===== src/rtl/sr_decomp.sv =====
// Block decompressor: one 64-bit compressed word in, two 64-bit beats of four sign-extended 16-bit lanes out.
// Optional protocol checking (missing marker, truncated block) is built when SR_DECOMP_ERR_CHECK_EN is defined.
module sr_decomp (
  input  logic        clk,
  input  logic        rst,
  input  logic [63:0] data_i,
  input  logic        valid_i,
  input  logic        sop_i,
  output logic        ready_o,
  output logic [63:0] data_o,
  output logic        valid_o,
  output logic        sop_o,
  output logic        eop_o,
  input  logic        ready_i,
  output logic        err_o
);

  typedef enum logic [1:0] {EMPTY, HI, LO} state_t;

  state_t      state;
  logic [63:0] buffer;
  logic [2:0]  wcnt;   // index the next accepted word will take
  logic        first;  // buffered word is word 0 of its block
  logic        xfer_in;
  logic [2:0]  idx;
  logic [31:0] half;
  logic [63:0] dec;

  assign ready_o = (state == EMPTY) || (state == LO && ready_i);
  assign valid_o = (state != EMPTY);
  assign xfer_in = valid_i && ready_o;
  assign idx     = sop_i ? 3'd0 : wcnt;

  always_ff @(posedge clk) begin
    if (rst) begin
      state  <= EMPTY;
      buffer <= '0;
      wcnt   <= '0;
      first  <= 1'b0;
    end else begin
      case (state)
        EMPTY: begin
          if (xfer_in) begin
            buffer <= data_i;
            wcnt   <= idx + 3'd1;
            first  <= (idx == 3'd0);
            state  <= HI;
          end
        end
        HI: begin
          if (ready_i) state <= LO;
        end
        LO: begin
          if (ready_i) begin
            if (xfer_in) begin
              buffer <= data_i;
              wcnt   <= idx + 3'd1;
              first  <= (idx == 3'd0);
              state  <= HI;
            end else begin
              state <= EMPTY;
            end
          end
        end
        default: state <= EMPTY;
      endcase
    end
  end

  always_comb begin
    half = (state == HI) ? buffer[63:32] : buffer[31:0];
    dec  = '0;
    for (int k = 0; k < 4; k++) begin
      dec[16*k +: 16] = {{8{half[8*k+7]}}, half[8*k +: 8]};
    end
    // bit 63 of word 0 is the block marker, so lane 3 of that beat carries only 7 data bits
    if (state == HI && first) begin
      dec[63:48] = {{9{buffer[62]}}, buffer[62:56]};
    end
  end

  assign data_o = valid_o ? dec : '0;
  assign sop_o  = (state == HI) && first;
  // wcnt wraps to 0 exactly when the buffered word was word 7
  assign eop_o  = (state == LO) && (wcnt == 3'd0);

`ifdef SR_DECOMP_ERR_CHECK_EN
  logic err_q;

  always_ff @(posedge clk) begin
    if (rst) begin
      err_q <= 1'b0;
    end else begin
      err_q <= xfer_in && (((idx == 3'd0) && !data_i[63]) ||
                           (sop_i && (wcnt != 3'd0)));
    end
  end

  assign err_o = err_q;
`else
  assign err_o = 1'b0;
`endif

endmodule


===== config.mk =====
export PLATFORM = sky130hd
export DESIGN_NAME = sr_decomp
export DESIGN_NICKNAME = d
export VERILOG_FILES = /design/src/rtl/sr_decomp.sv
export SDC_FILE = /design/constraint.sdc
export NUM_CORES = 1
export LEC_CHECK = 0
export ABC_AREA = 1
export CORE_MARGIN = 2
export CORE_UTILIZATION = 30
export CTS_CLUSTER_SIZE = 12
export DETAILED_ROUTE_END_ITERATION = 10
export MAX_ROUTING_LAYER = met4
export PLACE_DENSITY = 0.7
export SKIP_LAST_GASP = 1
export SYNTH_ARGS = -nofsm -noshare
export SYNTH_HDL_FRONTEND = slang
export SYNTH_SLANG_ARGS = --single-unit

===== constraint.sdc =====
create_clock -name clk -period 4.15 [get_ports clk]
set_input_delay 1.0375 -clock clk [delete_from_list [all_inputs] [get_ports clk]]
set_output_delay 1.0375 -clock clk [all_outputs]
set_load 0.01 [all_outputs]

# --- Word-level counts from Yosys, hierarchy flattened ---
# Index checks and enable logic that the tools add are counted.
word_totals:
  in_bits: 69
  reg_bits: 70
  out_inout_bits: 69
  wordCells: 40
op_classes:
  eq_ne: 5
  add_sub_neg: 1
  n_mux: 18
  reduce_logical: 12
op_table:
  columns: ["cell", "n"]
  rows:
  - ["$mux 64", 3]
  - ["$pmux 64 s2", 1]
  - ["$mux 32", 1]
  - ["$mux 16", 1]
  - ["$mux 3", 3]
  - ["$logic_not 3->1", 2]
  - ["$mux 2", 3]
  - ["$ne 2x2->1 const B", 3]
  - ["$pmux 2 s3", 1]
  - ["$pmux 3 s2", 1]
  - ["$logic_and 1x1->1", 4]
  - ["$reduce_bool 2->1", 2]
  - ["$add 3x1->3 const B", 1]
  - ["$mux 1", 3]
  - ["$reduce_and 3->1", 1]
  - ["$eq 2x1->1 const B", 1]
  - ["$eq 2x2->1 const B", 1]
  - ["$logic_not 2->1", 1]
  - ["$pmux 1 s2", 1]
  - ["$reduce_and 2->1", 1]
  - ["$logic_or 1x1->1", 1]

# --- Longest topological paths before layout ---
depth:
  depth_word: 7
  ltp_mapped: 10

# --- Worst setup path before layout ---
# Ideal clock, no wire load.
synth_path:
  kind: "register to output"
  start: "register state[1]"
  end: "output data_o[40]"
  t_required_ns: 3.113
  n_path_buf: 2
  arrival_time_ns: 1.495
  setup_slack_ns: 1.617
  path_stages_with_launch: 5
  cell_sequence: "dfxtp_1 -> clkinv_1 -> clkbuf_1 -> o22ai_1 -> buf_4"
synth_via:
  elab_chain_len: 3
  elab_cells_between_ends: 4
  cone_classes: "eq/ne: 1; mux: 2; reduce/logical: 1"
synth_lines:
  columns: ["element", "line_no", "text"]
  rows:
  - ["start, declared", "20", "state_t state;"]
  - ["start signal, assigned", "36", "state <= EMPTY;"]
  - ["start signal, assigned", "47", "state <= HI;"]
  - ["start signal, assigned", "51", "if (ready_i) state <= LO;"]
  - ["$eq 2x1->1", "71", "half = (state == HI) ? buffer[63:32] : buffer[31:0];"]
  - ["$mux 32", "71", null]
  - ["$mux 64 *", "82", "assign data_o = valid_o ? dec : '0;"]
  - ["end, declared", "10", "output logic [63:0] data_o,"]
# Mark *: on every way between the ends. The rest lies on a longest branch, timed or not.

# --- Worst setup path in the final report ---
layout_path:
  start: "register state[1]"
  end: "output data_o[58]"
layout_via:
  elab_chain_len: 4
  elab_cells_between_ends: 6
  cone_classes: "eq/ne: 1; mux: 3; reduce/logical: 2"
layout_lines:
  columns: ["element", "line_no", "text"]
  rows:
  - ["$eq 2x1->1", "71, 77", null]
  - ["$mux 32 / $logic_and 1x1->1 (equally long branches)", "71, 77", null]
  - ["$mux 16", "77", "if (state == HI && first) begin"]
  - ["$mux 64 *", "82", null]
# Marked as above.

==> flow_metrics.py <==
metrics = {
    "status": {
        "status": "complete, no violations",
    },
    "critical_path": {
        "crit_fanout": 18,
        "crit_path_start": "state[1]$_SDFFE_PP0P_",
        "r2r-start": "state[0]$_SDFFE_PP0P_",
        "crit_path_end_kind": "output pin",
        "arrival_ps": 2460,
        "cp_top_family": "buffers and inverters",
        "critPathMostFrequentCell": "buf_4",
        "critical_path_class": "register to output pin",
        "worstPathCellList": "clkinv_1, buf_4, nand2_1, buf_4, o22ai_1, clkdlybuf4s50_1",
        "start_kind": "register",
        "critPathBufInv": 4,
        "cpMaxStageDelayCell": "clkdlybuf4s50_1",
        "required_ps": 3110,
        "max_stage_delay_ps": 670,
    },
    "synth": {
        "syn_area_um2": 3460,
        "syn-num-nets": 609,
        "synth-xor-area-share_pct": 0,
        "synth_top_area_share_pct": 40.5,
        "synthAdderAreaFrac_pct": 0.723,
        "seq_area_frac_synth_pct": 40.5,
        "ys_ff_latch": 70,
        "synthesis.instances": 538,
        "synth-compound-area-share_pct": 6.36,
        "synth_warnings": 0,
        "synthSimpleGateAreaFrac_pct": 31.7,
        "synth_top_family_by_area": "simple AND/OR/NAND/NOR gates",
        "synthTopCellsByArea": "dfxtp_1, nand2_1, nor2_1",
        "avgSynthCellArea_um2": 6.43,
        "yosys.cell_types.count": 17,
        "synth_area_leader_cell": "dfxtp_1",
        "synthMuxAreaShare_pct": 0,
    },
    "global_routing": {
        "grt_pass1_wl_mm": 14.2,
        "grt_usage_pct": 14.2,
        "antenna_found_initial": 1,
        "grt_pass1_vias": 3152,
        "grt_max_degree": 72,
        "gr-total-overflow": 0,
    },
    "job": {
        "drv_cap": 0,
    },
    "layout": {
        "num-fill-cells": 1155,
        "regArea_um2": 1400,
        "layout-drive-gt1-share_pct": 3.94,
        "num-nets-final": 701,
        "areaGrowthSynthToFinish_pct": 43.6,
        "design_area_um2": 4970,
        "multi_input_area_um2": 1350,
    },
    "sta": {
        "grt_setup_unrepaired": "false",
        "finalSetupViolations": 0,
        "period_share_pct": 84.3,
        "final_hold_viol_count": 0,
        "fin_crit_ps": 3500,
        "skew_ps": 6.34,
        "fmax_ghz": 0.286,
        "maxSlewHeadroom_pct": 26.1,
        "holdWs_ps": 518,
        "maxSlewViolCount": 0,
        "setup_ws_ps": 650,
        "fin_tns_setup_ps": 0,
        "tightest_slew_ps": 1110,
    },
    "placement": {
        "gp_congestion": 0.799,
        "place_area_um2": 4640,
        "io_buffer_count": 136,
        "dp_slack_ps": 707,
        "hpwlAfterDp_mm": 5.75,
    },
    "clock_network": {
        "clockRootBuffer": "clkbuf_16",
        "cts_hold_buf": 0,
        "clock_latency_ps": 330,
        "htree_levels": 3,
        "clk_pin_slew_ps": 60,
        "tritoncts": "done",
        "clock_sink_count": 70,
        "post_cts_buffers": 0,
        "cts_buffer_depth": 2,
        "cts_made_buffers": 9,
        "cts_resized": 0,
    },
    "pwr": {
        "static-leakage-power_nw": 2.32,
        "power_density_nw_per_um2": 401,
        "peakVddDrop_mv": 0.193,
    },
    "hold_path": {
        "hold_class": "register to register",
        "hold_start": "buffer[47]$_SDFFE_PP0P_",
    },
    "floorplan": {
        "die_h_um": 111,
        "start_util_pct": 30.6,
        "rows": 39,
        "ios": 138,
        "die_x_um": 111,
        "core_um2": 11300,
        "die-area_um2": 12400,
    },
    "detailed_routing": {
        "drcViolationCount": 0,
        "firstDrtPassIters": 6,
        "dr_total_vias": 3337,
        "drt_wl_total_mm": 8.38,
        "drtAntennaViolNets": 0,
        "viasPerCell": 4.28,
        "wire_per_inst_um": 10.8,
        "drtIter0Drc": 239,
    },
}
layer usage:
layer  GRT usage (%)  vias to the layer above  wire length, µm
li1                -                     1744                -
met1            17.7                     1477             3940
met2            22.2                      103             3750
met3            3.59                       13              520
met4            5.60                        0              172
met5               -                        -                0
through the flow:
stage / total power (W) / utilization (%) / cells
after floorplan: 0.00102 / - / 538
after global placement: 0.00116 / 41.0 / 762
after detailed placement: 0.00117 / 41.0 / 762
after CTS: 0.00202 / 43.9 / 778
after global routing: 0.00210 / 43.9 / 779
final: 0.00199 / 43.9 / 779
path summary, 6_finish.rpt:
check | depth (start not counted) | endpoint | slack (ps)
setup / recovery | 6 | data_o[58] | 650
hold / removal | 4 | buffer[47]$_SDFFE_PP0P_ | 520
setup reg to reg | 7 | buffer[61]$_SDFFE_PP0P_ | 2010
hold reg to reg | 4 | buffer[47]$_SDFFE_PP0P_ | 520
logic make-up (layout without fill, tap and decap cells):
group                    after synthesis  in the layout
AO/OA/AOI/OAI                         36             36
AND/OR/NAND/NOR                      289            289
other                                  1              2
flip-flops                            70             70
adder cells (fa/ha/maj)                2              2
buffers and inverters                140            237
synthesized netlist by cell type:
| cell type | count |
|---|---|
| buf_4 | 34 |
| buf_6 | 6 |
| dfxtp_1 | 70 |
| nand2_1 | 145 |
| o22ai_1 | 32 |
| nand3_2 | 1 |
| nand3_1 | 3 |
| buf_2 | 12 |
| conb_1 | 1 |
| inv_1 | 76 |
| nor2_1 | 138 |
| inv_2 | 2 |
| clkinv_1 | 1 |
| clkbuf_1 | 9 |
| ha_1 | 2 |
| nor3_1 | 2 |
| a21oi_1 | 4 |
state kept, by name, indices dropped and copies added (netlist names):
name / count
wcnt: 3
buffer: 64
state: 2
first: 1
tightest hold or removal path, stage by stage, from the launching register on:
cell and delay, ps:
dfxtp_1 290, inv_1 60, nand2_1 50, nand2_1 50, nor2_1 30
power by group:
group	internal, W	switching (W)
logic	0.000193	0.000208
clock network	0.000546	0.000295
registers	0.000734	0.0000174
cells in the final DEF (no fill, tap or decap):
cell type,n
nand2_1,145
a21oi_1,4
clkdlybuf4s50_1,136
nand3_4,1
clkbuf_8,1
ha_1,2
bufinv_16,2
diode_2,1
inv_2,2
buf_4,6
clkbuf_16,9
nor3_1,2
conb_1,1
inv_1,76
dfxtp_1,70
nor2_1,138
clkinvlp_4,2
clkinv_1,1
o22ai_1,32
inv_6,2
nand3_1,3
area by class of cell:
type,count,area share (%)
flip-flops and latches,70,28.2
diodes,1,0.0503
well taps,143,3.60
clock inverters,6,1.86
inverters,79,5.97
multi-input cells,328,27.2
clock buffers,10,4.81
repair buffers,142,28.3
No activity file was read; power rests on OpenSTA's default activity.
